<file path="config.mk">
export PLATFORM = sky130hd
export DESIGN_NAME = pc_fetch_unit
export DESIGN_NICKNAME = d
export VERILOG_FILES = /design/src/rtl/pc_fetch_unit_pkg.sv /design/src/rtl/pc_fetch_unit_next_pc_calc.sv /design/src/rtl/pc_fetch_unit.sv
export SDC_FILE = /design/constraint.sdc
export NUM_CORES = 1
export LEC_CHECK = 0
export BUFFER_PORTS_ARGS = -buffer_cell sky130_fd_sc_hd__buf_2
export CAP_MARGIN = 20
export CORE_MARGIN = 4
export CORE_UTILIZATION = 54
export DETAILED_ROUTE_END_ITERATION = 10
export PLACE_DENSITY = 0.95
export SETUP_SLACK_MARGIN = 0.05
export SLEW_MARGIN = 10
export SYNTH_ARGS = -nofsm -noshare
export SYNTH_HDL_FRONTEND = slang
export SYNTH_SLANG_ARGS = --single-unit
</file>
<file path="constraint.sdc">
create_clock -name clk -period 4.3 [get_ports clk]
set_input_delay 0.86 -clock clk [delete_from_list [all_inputs] [get_ports clk]]
set_output_delay 0.86 -clock clk [all_outputs]
set_load 0.03 [all_outputs]
</file>
<file path="src/rtl/pc_fetch_unit_pkg.sv">
// ----------------------------------------------------------------------------
// pc_fetch_unit_pkg
// Shared encodings for the PC fetch unit: the pc_src select values, the fetch
// FSM states and the default reset PC.
// No ports (package).
// ----------------------------------------------------------------------------
package pc_fetch_unit_pkg;

  localparam int unsigned ADDR_W_DEF   = 32;
  localparam logic [31:0] RESET_PC_DEF = 32'h0000_0000;

  // Next-PC select coming from the PC-source decode.
  typedef enum logic [1:0] {
    PCSRC_PLUS4  = 2'b00,
    PCSRC_BRANCH = 2'b01,
    PCSRC_JUMP   = 2'b10,
    PCSRC_RSVD   = 2'b11
  } pc_src_e;

  // Fetch FSM states.
  typedef enum logic [1:0] {
    S_IDLE  = 2'b00,
    S_REQ   = 2'b01,
    S_VALID = 2'b10
  } fetch_state_e;

endpackage

</file>
<file path="src/rtl/pc_fetch_unit_next_pc_calc.sv">
// ----------------------------------------------------------------------------
// next_pc_calc
// Purely combinational next-PC computation. All arithmetic wraps modulo
// 2^ADDR_W. ADDR_W is expected to be 32 (the jump target keeps pc_plus4
// bits [ADDR_W-1:28] above the 26-bit index).
// Ports:
//   pc_i            current PC
//   pc_src_i        select: 00 PC+4, 01 branch, 10 jump, 11 reserved (PC+4)
//   branch_offset_i sign-extended branch immediate, in words
//   jump_index_i    26-bit jump index field
//   next_pc_o       selected next PC
//   pc_plus4_o      pc_i + 4
// ----------------------------------------------------------------------------
module next_pc_calc
  import pc_fetch_unit_pkg::*;
#(
  parameter int unsigned ADDR_W = ADDR_W_DEF
) (
  input  logic [ADDR_W-1:0] pc_i,
  input  logic [1:0]        pc_src_i,
  input  logic [31:0]       branch_offset_i,
  input  logic [25:0]       jump_index_i,
  output logic [ADDR_W-1:0] next_pc_o,
  output logic [ADDR_W-1:0] pc_plus4_o
);

  logic [ADDR_W-1:0] branch_disp_s;
  logic [ADDR_W-1:0] branch_tgt_s;
  logic [ADDR_W-1:0] jump_tgt_s;

  assign pc_plus4_o    = pc_i + ADDR_W'(32'd4);
  // Word offset to byte displacement; the top two offset bits fall off,
  // which is exactly the modulo-2^32 result.
  assign branch_disp_s = ADDR_W'($signed({branch_offset_i[29:0], 2'b00}));
  assign branch_tgt_s  = pc_plus4_o + branch_disp_s;
  assign jump_tgt_s    = {pc_plus4_o[ADDR_W-1:28], jump_index_i, 2'b00};

  // Select the next PC; the reserved encoding behaves like PC+4.
  always_comb begin
    next_pc_o = pc_plus4_o;
    case (pc_src_i)
      PCSRC_PLUS4:  next_pc_o = pc_plus4_o;
      PCSRC_BRANCH: next_pc_o = branch_tgt_s;
      PCSRC_JUMP:   next_pc_o = jump_tgt_s;
      PCSRC_RSVD:   next_pc_o = pc_plus4_o;
      default:      next_pc_o = pc_plus4_o;
    endcase
  end

endmodule

</file>
<file path="src/rtl/pc_fetch_unit.sv">
// ----------------------------------------------------------------------------
// pc_fetch_unit
// Owns the program counter and fetches one instruction per committed PC over
// a req/ready instruction-memory handshake (IDLE -> REQ -> VALID -> REQ ...).
// Optional feature macro: PC_FETCH_PERF_EN adds saturating fetch/stall
// counters.
// Ports:
//   clk, reset_n      clock, synchronous active-low reset
//   pc_src            next-PC select (see pc_fetch_unit_pkg::pc_src_e)
//   branch_offset     sign-extended branch immediate, in words
//   jump_index        jump index field
//   pc_update         commit strobe (honoured only in S_VALID)
//   stall             blocks pc_update while high
//   imem_req/_addr    fetch request and address (address == pc)
//   imem_ready/_rdata memory response
//   instr/instr_valid latched instruction and its validity for pc
//   pc, pc_plus4      current PC and pc + 4 (combinational)
//   fetch_count       (PC_FETCH_PERF_EN) accepted fetch responses
//   stall_count       (PC_FETCH_PERF_EN) S_VALID cycles with pc_update & stall
// ----------------------------------------------------------------------------
module pc_fetch_unit
  import pc_fetch_unit_pkg::*;
#(
  parameter int unsigned        ADDR_W   = ADDR_W_DEF,
  parameter logic [ADDR_W-1:0]  RESET_PC = ADDR_W'(RESET_PC_DEF)
) (
  input  logic              clk,
  input  logic              reset_n,
  input  logic [1:0]        pc_src,
  input  logic [31:0]       branch_offset,
  input  logic [25:0]       jump_index,
  input  logic              pc_update,
  input  logic              stall,
  output logic              imem_req,
  output logic [ADDR_W-1:0] imem_addr,
  input  logic              imem_ready,
  input  logic [31:0]       imem_rdata,
  output logic [31:0]       instr,
  output logic              instr_valid,
  output logic [ADDR_W-1:0] pc,
  output logic [ADDR_W-1:0] pc_plus4
`ifdef PC_FETCH_PERF_EN
  ,
  output logic [31:0]       fetch_count,
  output logic [31:0]       stall_count
`endif
);

  fetch_state_e      state_q;
  logic [ADDR_W-1:0] pc_q;
  logic [ADDR_W-1:0] pc_d;
  logic [31:0]       instr_q;
  logic              instr_valid_q;
  logic              imem_req_q;
  logic              commit_s;
  logic              accept_s;

  next_pc_calc #(
    .ADDR_W (ADDR_W)
  ) u_next_pc_calc (
    .pc_i            (pc_q),
    .pc_src_i        (pc_src),
    .branch_offset_i (branch_offset),
    .jump_index_i    (jump_index),
    .next_pc_o       (pc_d),
    .pc_plus4_o      (pc_plus4)
  );

  // pc_update outside S_VALID and imem_ready outside S_REQ are ignored here.
  assign commit_s = (state_q == S_VALID) && pc_update && !stall;
  assign accept_s = (state_q == S_REQ) && imem_ready;

  // Fetch FSM: pc, latched instruction and registered handshake outputs.
  always_ff @(posedge clk) begin
    if (!reset_n) begin
      state_q       <= S_IDLE;
      pc_q          <= RESET_PC;
      instr_q       <= 32'h0000_0000;
      instr_valid_q <= 1'b0;
      imem_req_q    <= 1'b0;
    end else begin
      case (state_q)
        // One quiet cycle lets memory drop any transaction cut by reset.
        S_IDLE: begin
          state_q    <= S_REQ;
          imem_req_q <= 1'b1;
        end
        S_REQ: begin
          if (accept_s) begin
            instr_q       <= imem_rdata;
            instr_valid_q <= 1'b1;
            imem_req_q    <= 1'b0;
            state_q       <= S_VALID;
          end else begin
            state_q <= S_REQ;
          end
        end
        S_VALID: begin
          if (commit_s) begin
            pc_q          <= pc_d;
            instr_valid_q <= 1'b0;
            imem_req_q    <= 1'b1;
            state_q       <= S_REQ;
          end else begin
            state_q <= S_VALID;
          end
        end
        default: begin
          state_q       <= S_IDLE;
          instr_valid_q <= 1'b0;
          imem_req_q    <= 1'b0;
        end
      endcase
    end
  end

  assign imem_req    = imem_req_q;
  assign imem_addr   = pc_q;
  assign pc          = pc_q;
  assign instr       = instr_q;
  assign instr_valid = instr_valid_q;

`ifdef PC_FETCH_PERF_EN
  logic [31:0] fetch_count_q;
  logic [31:0] fetch_count_d;
  logic [31:0] stall_count_q;
  logic [31:0] stall_count_d;
  logic        stall_hit_s;

  assign stall_hit_s = (state_q == S_VALID) && pc_update && stall;

  // Saturating increments for both performance counters.
  always_comb begin
    fetch_count_d = fetch_count_q;
    stall_count_d = stall_count_q;
    if (accept_s && (fetch_count_q != 32'hFFFF_FFFF)) begin
      fetch_count_d = fetch_count_q + 32'd1;
    end else begin
      fetch_count_d = fetch_count_q;
    end
    if (stall_hit_s && (stall_count_q != 32'hFFFF_FFFF)) begin
      stall_count_d = stall_count_q + 32'd1;
    end else begin
      stall_count_d = stall_count_q;
    end
  end

  // Performance counter registers.
  always_ff @(posedge clk) begin
    if (!reset_n) begin
      fetch_count_q <= 32'h0000_0000;
      stall_count_q <= 32'h0000_0000;
    end else begin
      fetch_count_q <= fetch_count_d;
      stall_count_q <= stall_count_d;
    end
  end

  assign fetch_count = fetch_count_q;
  assign stall_count = stall_count_q;
`endif

endmodule

</file>
==> results of run 1 <==
==> worst min-delay path, stage by stage (launching register included) <==
cell and delay, ns:
dfxtp_1 0.31, nand2_1 0.05, a21boi_0 0.06
==> flip-flops by register name (all words and copies together), names as in the netlist <==
name / cells
state_q: 2
imem_req: 1
imem_addr: 30
instr_valid: 1
instr: 32
==> layer usage <==
layer,wire length (µm),vias up,share of wire (%)
met5,0,-,0
met4,493,0,2.6
met3,1600,38,8.4
met2,9180,344,49
met1,7650,2848,40
li1,-,2959,-
==> how the worst min path moves through the flow <==
stage,start,end,slack (ns),depth (start not counted)
finish,instr[31]$_SDFFE_PN0P_,instr[31]$_SDFFE_PN0P_,0.46,2
global route,instr[20]$_SDFFE_PN0P_,instr[20]$_SDFFE_PN0P_,0.48,2
CTS,instr[31]$_SDFFE_PN0P_,instr[31]$_SDFFE_PN0P_,0.46,2
detailed placement,instr[31]$_SDFFE_PN0P_,instr[31]$_SDFFE_PN0P_,0.45,2
global placement,instr[25]$_SDFFE_PN0P_,instr[25]$_SDFFE_PN0P_,0.45,2
floorplan,state_q[1]$_SDFF_PN0_,state_q[0]$_SDFF_PN0_,0.55,2
==> synthesized netlist by cell type (all sizes together) (4+ instances only) <==
master  count
inv        12
dfxtp      66
nand3      25
a21boi     34
a221oi     21
o211ai      7
nor3       12
or3         9
a22oi       6
and3       10
nand4      16
o31ai       6
a41oi       4
buf        42
a211oi     16
and4       10
nand2     114
xor2       19
nor2b      12
clkbuf     35
xnor2      31
o21a        5
o21ai      43
and2        4
o221ai      4
a21o        9
a21oi      45
o21bai      4
a31o        4
nor2       33
ha         36
==> area by class of cell <==
type / instances / area [µm²] / area share (%)
multi-input combinational: 580 / 3830 / 56.6
sequential: 66 / 1320 / 19.6
timing repair buffer: 228 / 1170 / 17.4
tap: 133 / 166 / 2.46
clock buffer: 9 / 124 / 1.83
clock inverter: 7 / 100 / 1.48
inverter: 12 / 45.0 / 0.667
==> power by group through the flow <==
stage / Sequential, mW / Combinational, mW / Clock [mW]
detailed placement: 0.661 / 0.339 / 0
global route: 0.650 / 0.377 / 0.644
finish: 0.647 / 0.346 / 0.604
global placement: 0.659 / 0.335 / 0
floorplan: 0.697 / 0.192 / 0
CTS: 0.647 / 0.340 / 0.610
==> cells by family (layout without fill, tap and decap cells) <==
logic type                 Yosys count  count (layout)
AOI/OAI and AO/OA                  227             227
xor gates and xnor gates            50              50
adders and majority gates           37              37
buffers and inverters               89             256
DFF                                 66              66
muxes                                3               3
other                                1               6
and+or+nand+nor                    257             257
==> metrics by stage <==
stage / total power, mW / instance area (µm²) / utilization (%) / instances
after floorplan: 0.889 / 5620 / - / 735
after global placement: 0.995 / 6520 / 65.5 / 1018
after detailed placement: 0.999 / 6520 / 65.5 / 1018
after CTS: 1.60 / 6740 / 67.7 / 1034
after global routing: 1.67 / 6760 / 67.9 / 1035
final: 1.60 / 6760 / 67.9 / 1035
==> impl_metrics.yaml, run 1 <==
timing:
  hold_viol: 0
  worst_slew_pin_slew_ns: 0.825
  finClkSkew_ns: 0.0196
  whs_ns: 0.461
  max_freq_mhz: 268
  finalCritPeriodShare_pct: 86.9
  setup_ws_ns: 0.564
  setup_viol: 0
  tns_ns: 0
  rsz0062_at_grt: "no"
  max_slew_margin_pct: 45.0
  period_needed_ns: 3.74
  slew_violations: 0
clocking:
  htreeDepth: 3
  cts.hold.buffers_added: 0
  clk_pin_slew_ns: 0.08
  cts_buffers: 9
  cts-resized-gates: 0
  cts_root_buf: "clkbuf_8"
  cts_tree: "yes"
  cts.sink_count: 66
  clk_path_buf_depth: 2
  insertion_delay_ns: 0.35
  cts_setup_buffers: 0
grt:
  grt_pass1_wl_um: 28800
  grt_max_degree: 40
  gr-usage-all-layers_pct: 30.4
  antenna_found_initial: 0
  grt_use_met1_pct: 38.0
  grt_use_met3_pct: 5.99
  first_global_vias: 5794
  use_met2_pct: 51.2
  top_usage_layer: "met2"
  overflow: 0
power_and_ir_drop:
  p_sw_mw: 0.508
  swShare_pct: 31.8
  p_int_mw: 1.09
  p_per_area_nw_per_um2: 236
  pwr-share-seq_pct: 40.5
  pwr-share-comb_pct: 21.7
  leakagePower_nw: 3.23
  ir_drop_v: 0.000174
  clkPwrFrac_pct: 37.8
worst_hold_path:
  hold_path_class: "reg2reg"
floorplanning:
  rows: 36
  core-area_um2: 9950
  dieArea_um2: 12100
  io_pins: 227
  initial_core_util_pct: 56.3
  die_y_um: 110
  die_w_um: 110
worst_setup_path:
  worstSetupEndpointType: "flip-flop"
  cp.arrival_ns: 3.96
  crit_end: "imem_addr[30]$_SDFFE_PN0P_"
  crit_fanout: 8
  crit_buf_inv: 0
  r2r-end: "imem_addr[30]$_SDFFE_PN0P_"
  cp.depth: 13
  path_cells: "ha_1 > nand3_1 > nor2_1 > nand4_1 > xnor2_1 > ha_1 > a21oi_2 > nand3_1 > a211oi_1 > o21bai_1 > a21oi_1 > xor2_1 > o2bb2ai_1"
  required_ns: 4.53
  startpoint_type: "flip-flop"
  worstSetupStartpoint: "imem_addr[3]$_SDFFE_PN0P_"
  slowest_delay_ns: 0.48
  rr_startpoint: "imem_addr[3]$_SDFFE_PN0P_"
  r2r_slack_ns: 0.56
  slowest_stage: "dfxtp_1"
  cp_top_family: "compound AO/OA/AOI/OAI gates"
  r2r.worst_path.cells: 13
  critPathKind: "reg2reg"
run:
  drv_cap: 0
placed_design:
  place_congestion: 1.00
  numPortBuffers: 218
  place_ws_ns: 0.660
  hpwl_um: 14500
yosys:
  synth_top_family_by_area: "compound AO/OA/AOI/OAI gates"
  synth_mux_area_share_pct: 0.536
  synth.area.top_cells: "dfxtp_1 (24%), ha_1 (8.0%), nand2_1 (7.6%)"
  ys_seq_area_share_pct: 23.6
  yosys_warnings: 0
  synth_edf_count: 0
  synth-seq-cells: 66
  synth_fa_ha_area_share_pct: 8.39
  synth_cell_type_count: 67
  yosysTopAreaCellShare_pct: 23.6
  yosys.area.top_type: "dfxtp_1"
  synth_compound_area_share_pct: 27.7
  syn-cell-area_um2: 5610
  synth-async-reset-ratio_pct: 0
  synth_cells: 730
  ys.flop_type: "dfxtp_1"
  synth.avg_cell_area_um2: 7.68
  synth_xor_area_share_pct: 8.21
  synthSimpleGateAreaFrac_pct: 23.1
layout:
  final_common_cell: "buf_2"
  area_growth_pct: 20.6
  fillers: 875
  diodes: 0
  final_nets: 1031
  mostFrequentLayoutCells: "buf_2 (218), nand2_1 (114), dfxtp_1 (66)"
  drive_gt1_share_pct: 29.7
route:
  routed_wirelength_um: 18900
  drc: 0
  drt_iter0_drc: 364
  vias_per_cell: 5.98
  wl_per_cell_um: 18.3
  ant_nets: 0
  via_count: 6189
  first_pass_iters: 5
outcome:
  status: "finished, final reports clean"
(Power assumes the default switching activity.)
==> run 2, diff against run 1 <==
--- a/config.mk
+++ b/config.mk
@@ -8,11 +8,11 @@
 export BUFFER_PORTS_ARGS = -buffer_cell sky130_fd_sc_hd__buf_2
 export CAP_MARGIN = 20
 export CORE_MARGIN = 4
-export CORE_UTILIZATION = 54
+export CORE_UTILIZATION = 53
 export DETAILED_ROUTE_END_ITERATION = 10
 export PLACE_DENSITY = 0.95
-export SETUP_SLACK_MARGIN = 0.05
 export SLEW_MARGIN = 10
 export SYNTH_ARGS = -nofsm -noshare
 export SYNTH_HDL_FRONTEND = slang
+export SYNTH_HIERARCHICAL = 1
 export SYNTH_SLANG_ARGS = --single-unit
==> run 2 against run 1 <==
Compared with the run above:
- combinational power is 8.1% lower
- critical path depth grew 1
- setup slack got worse by 0.15 ns
- cell count is 1.9% lower
- die area increased by 0.10%
- utilization down 2.4 points
- largest power group unchanged
==> impl_metrics.yaml, run 2 <==
outcome:
  status: "finished, final reports clean"
floorplanning:
  die_y_um: 110
  die_w_um: 110
  io_pins: 227
  core-area_um2: 9950
  dieArea_um2: 12100
  rows: 36
  initial_core_util_pct: 55.3
layout:
  drive_gt1_share_pct: 31.2
  final_nets: 1011
  area_growth_pct: 18.3
  mostFrequentLayoutCells: "buf_2 (223), nand2_1 (94), nand3_1 (79)"
  final_common_cell: "buf_2"
  fin_area_um2: 6520
  diodes: 0
  layout.cells.non_filler: 1015
  fillers: 909
yosys:
  yosys_warnings: 6
  synth-seq-cells: 68
  synth_compound_area_share_pct: 25.4
  synth-async-reset-ratio_pct: 0
  syn_nets: 849
  synth_edf_count: 0
  synth_common_cells: "nand2_1 (94), nand3_1 (79), dfxtp_1 (68)"
  synth_xor_area_share_pct: 8.41
  synth_mux_area_share_pct: 0.182
  synth_top_family_by_area: "compound AO/OA/AOI/OAI gates"
  synth_most_common_cell: "nand2_1"
  ys.flop_type: "dfxtp_1"
  synth_cells: 715
  yosys.area.top_type: "dfxtp_1"
  synth_fa_ha_area_share_pct: 8.54
  synthSimpleGateAreaFrac_pct: 22.1
  synth_cell_type_count: 63
  ys_seq_area_share_pct: 24.7
  syn-cell-area_um2: 5510
  yosysTopAreaCellShare_pct: 24.7
  synth.avg_cell_area_um2: 7.70
  synth.area.top_cells: "dfxtp_1 (25%), ha_1 (8.2%), nand3_1 (7.2%)"
worst_setup_path:
  crit_fanout: 8
  cp.arrival_ns: 4.15
  startpoint_type: "flip-flop"
  required_ns: 4.57
  critPathKind: "reg2reg"
  slowest_stage: "dfxtp_1"
  cp_top_family: "compound AO/OA/AOI/OAI gates"
  path_cells: "and4_4 > and3_1 > nand4_1 > xnor2_1 > ha_1 > o21ai_1 > o211ai_1 > nor3_2 > a21oi_1 > o311ai_0 > a21oi_1 > o31ai_2 > nand3_1 > o21ai_1"
  crit_buf_inv: 0
  worstSetupEndpointType: "flip-flop"
  slowest_delay_ns: 0.48
timing:
  max_slew_margin_pct: 28.7
  hold_viol: 0
  worst_slew_pin_slew_ns: 1.07
  tns_ns: 0
  max_freq_mhz: 258
  period_needed_ns: 3.88
  finClkSkew_ns: 0.0153
  setup_viol: 0
  rsz0062_at_grt: "no"
  slew_violations: 0
  finalCritPeriodShare_pct: 90.3
grt:
  gr-usage-all-layers_pct: 26.2
  antenna_found_initial: 0
  grt_pass1_wl_um: 25600
  grt_max_degree: 114
  top_usage_layer: "met2"
  grt_use_met3_pct: 4.35
  overflow: 0
  first_global_vias: 5268
  grt_use_met1_pct: 34.7
  use_met2_pct: 43.6
clocking:
  htreeDepth: 3
  insertion_delay_ns: 0.34
  cts_setup_buffers: 0
  cts.hold.buffers_added: 0
  clk_path_buf_depth: 2
  cts_root_buf: "clkbuf_8"
  cts-resized-gates: 0
  clk_pin_slew_ns: 0.08
  cts_tree: "yes"
  cts_buffers: 9
  cts.sink_count: 68
placed_design:
  place_area_um2: 6320
  dp_cells: 999
  place_congestion: 0.897
  hpwl_um: 12600
  numPortBuffers: 224
route:
  drt_iter0_drc: 456
  via_count: 5807
  drc: 0
  first_pass_iters: 5
  routed_wirelength_um: 16400
  wl_per_cell_um: 16.2
  vias_per_cell: 5.72
  ant_nets: 0
run:
  drv_cap: 0
power_and_ir_drop:
  ir_drop_v: 0.000279
  leakagePower_nw: 3.15
  p_per_area_nw_per_um2: 232
worst_hold_path:
  hold_path_class: "reg2reg"
## run 2: changes by cell type in the layout (fill, tap and decap cells not counted), sizes merged, moves of 9 or more
cell    before  now
nand3       25   80
o21ai       43   82
a21boi      34    0
nand2      114   94
a21oi       45   58
nor2        33   23
nor2b       12    2
a211oi      16    7
or3          9    0
## run 2: cell type report
| cell class | count | area, µm² | area share, % |
|---|---|---|---|
| tap | 133 | 166 | 2.55 |
| clock inverter | 7 | 75.1 | 1.15 |
| timing repair buffer | 232 | 1180 | 18.2 |
| multi-input combinational | 555 | 3560 | 54.7 |
| clock buffer | 9 | 124 | 1.90 |
| inverter | 11 | 41.3 | 0.634 |
| sequential | 68 | 1360 | 20.9 |
## run 2: through the flow
step / hold WS [ns] / power (mW) / util (%) / setup slack (ns)
floorplan: 0.508 / 0.897 / - / 0.160
global placement: 0.441 / 0.986 / 63.4 / 0.611
detailed placement: 0.445 / 0.994 / 63.4 / 0.502
CTS: 0.457 / 1.52 / 65.4 / 0.498
global route: 0.475 / 1.60 / 65.4 / 0.128
finish: 0.455 / 1.51 / 65.4 / 0.417
## run 2: path summary, 6_finish.rpt
kind,slack (ns),from,end,cells past startpoint
max,0.42,imem_addr[8]$_SDFFE_PN0P_,imem_addr[31]$_SDFFE_PN0P_,14
max reg2reg,0.42,imem_addr[8]$_SDFFE_PN0P_,imem_addr[31]$_SDFFE_PN0P_,14
min,0.45,instr[31]$_SDFFE_PN0P_,instr[31]$_SDFFE_PN0P_,2
min reg2reg,0.45,instr[31]$_SDFFE_PN0P_,instr[31]$_SDFFE_PN0P_,2
## run 2: layer usage
layer	vias to the layer above	wire [µm]
li1	2884	-
met1	2604	6600
met2	293	8140
met3	26	1400
met4	0	297
met5	-	0
## run 2: cells by family after synthesis
logic type / Yosys count
adder cells (fa/ha/maj): 37
AND/OR/NAND/NOR: 245
flip-flops: 68
multiplexers: 1
buffers and inverters: 92
XOR/XNOR: 52
AO/OA/AOI/OAI: 220
## run 2: where the power goes
| part | internal, mW | switching, mW |
|---|---|---|
| registers | 0.650 | 0.0138 |
| clock network | 0.270 | 0.261 |
| logic | 0.115 | 0.204 |
## run 2: worst reg2reg max path, cell delays in order (launching register included)
cell and delay (ns):
dfxtp_1 0.48, and4_4 0.32, and3_1 0.21, nand4_1 0.14, xnor2_1 0.35, ha_1 0.41
o21ai_1 0.30, o211ai_1 0.20, nor3_2 0.25, a21oi_1 0.16, o311ai_0 0.43, a21oi_1 0.14
o31ai_2 0.24, nand3_1 0.09, o21ai_1 0.11
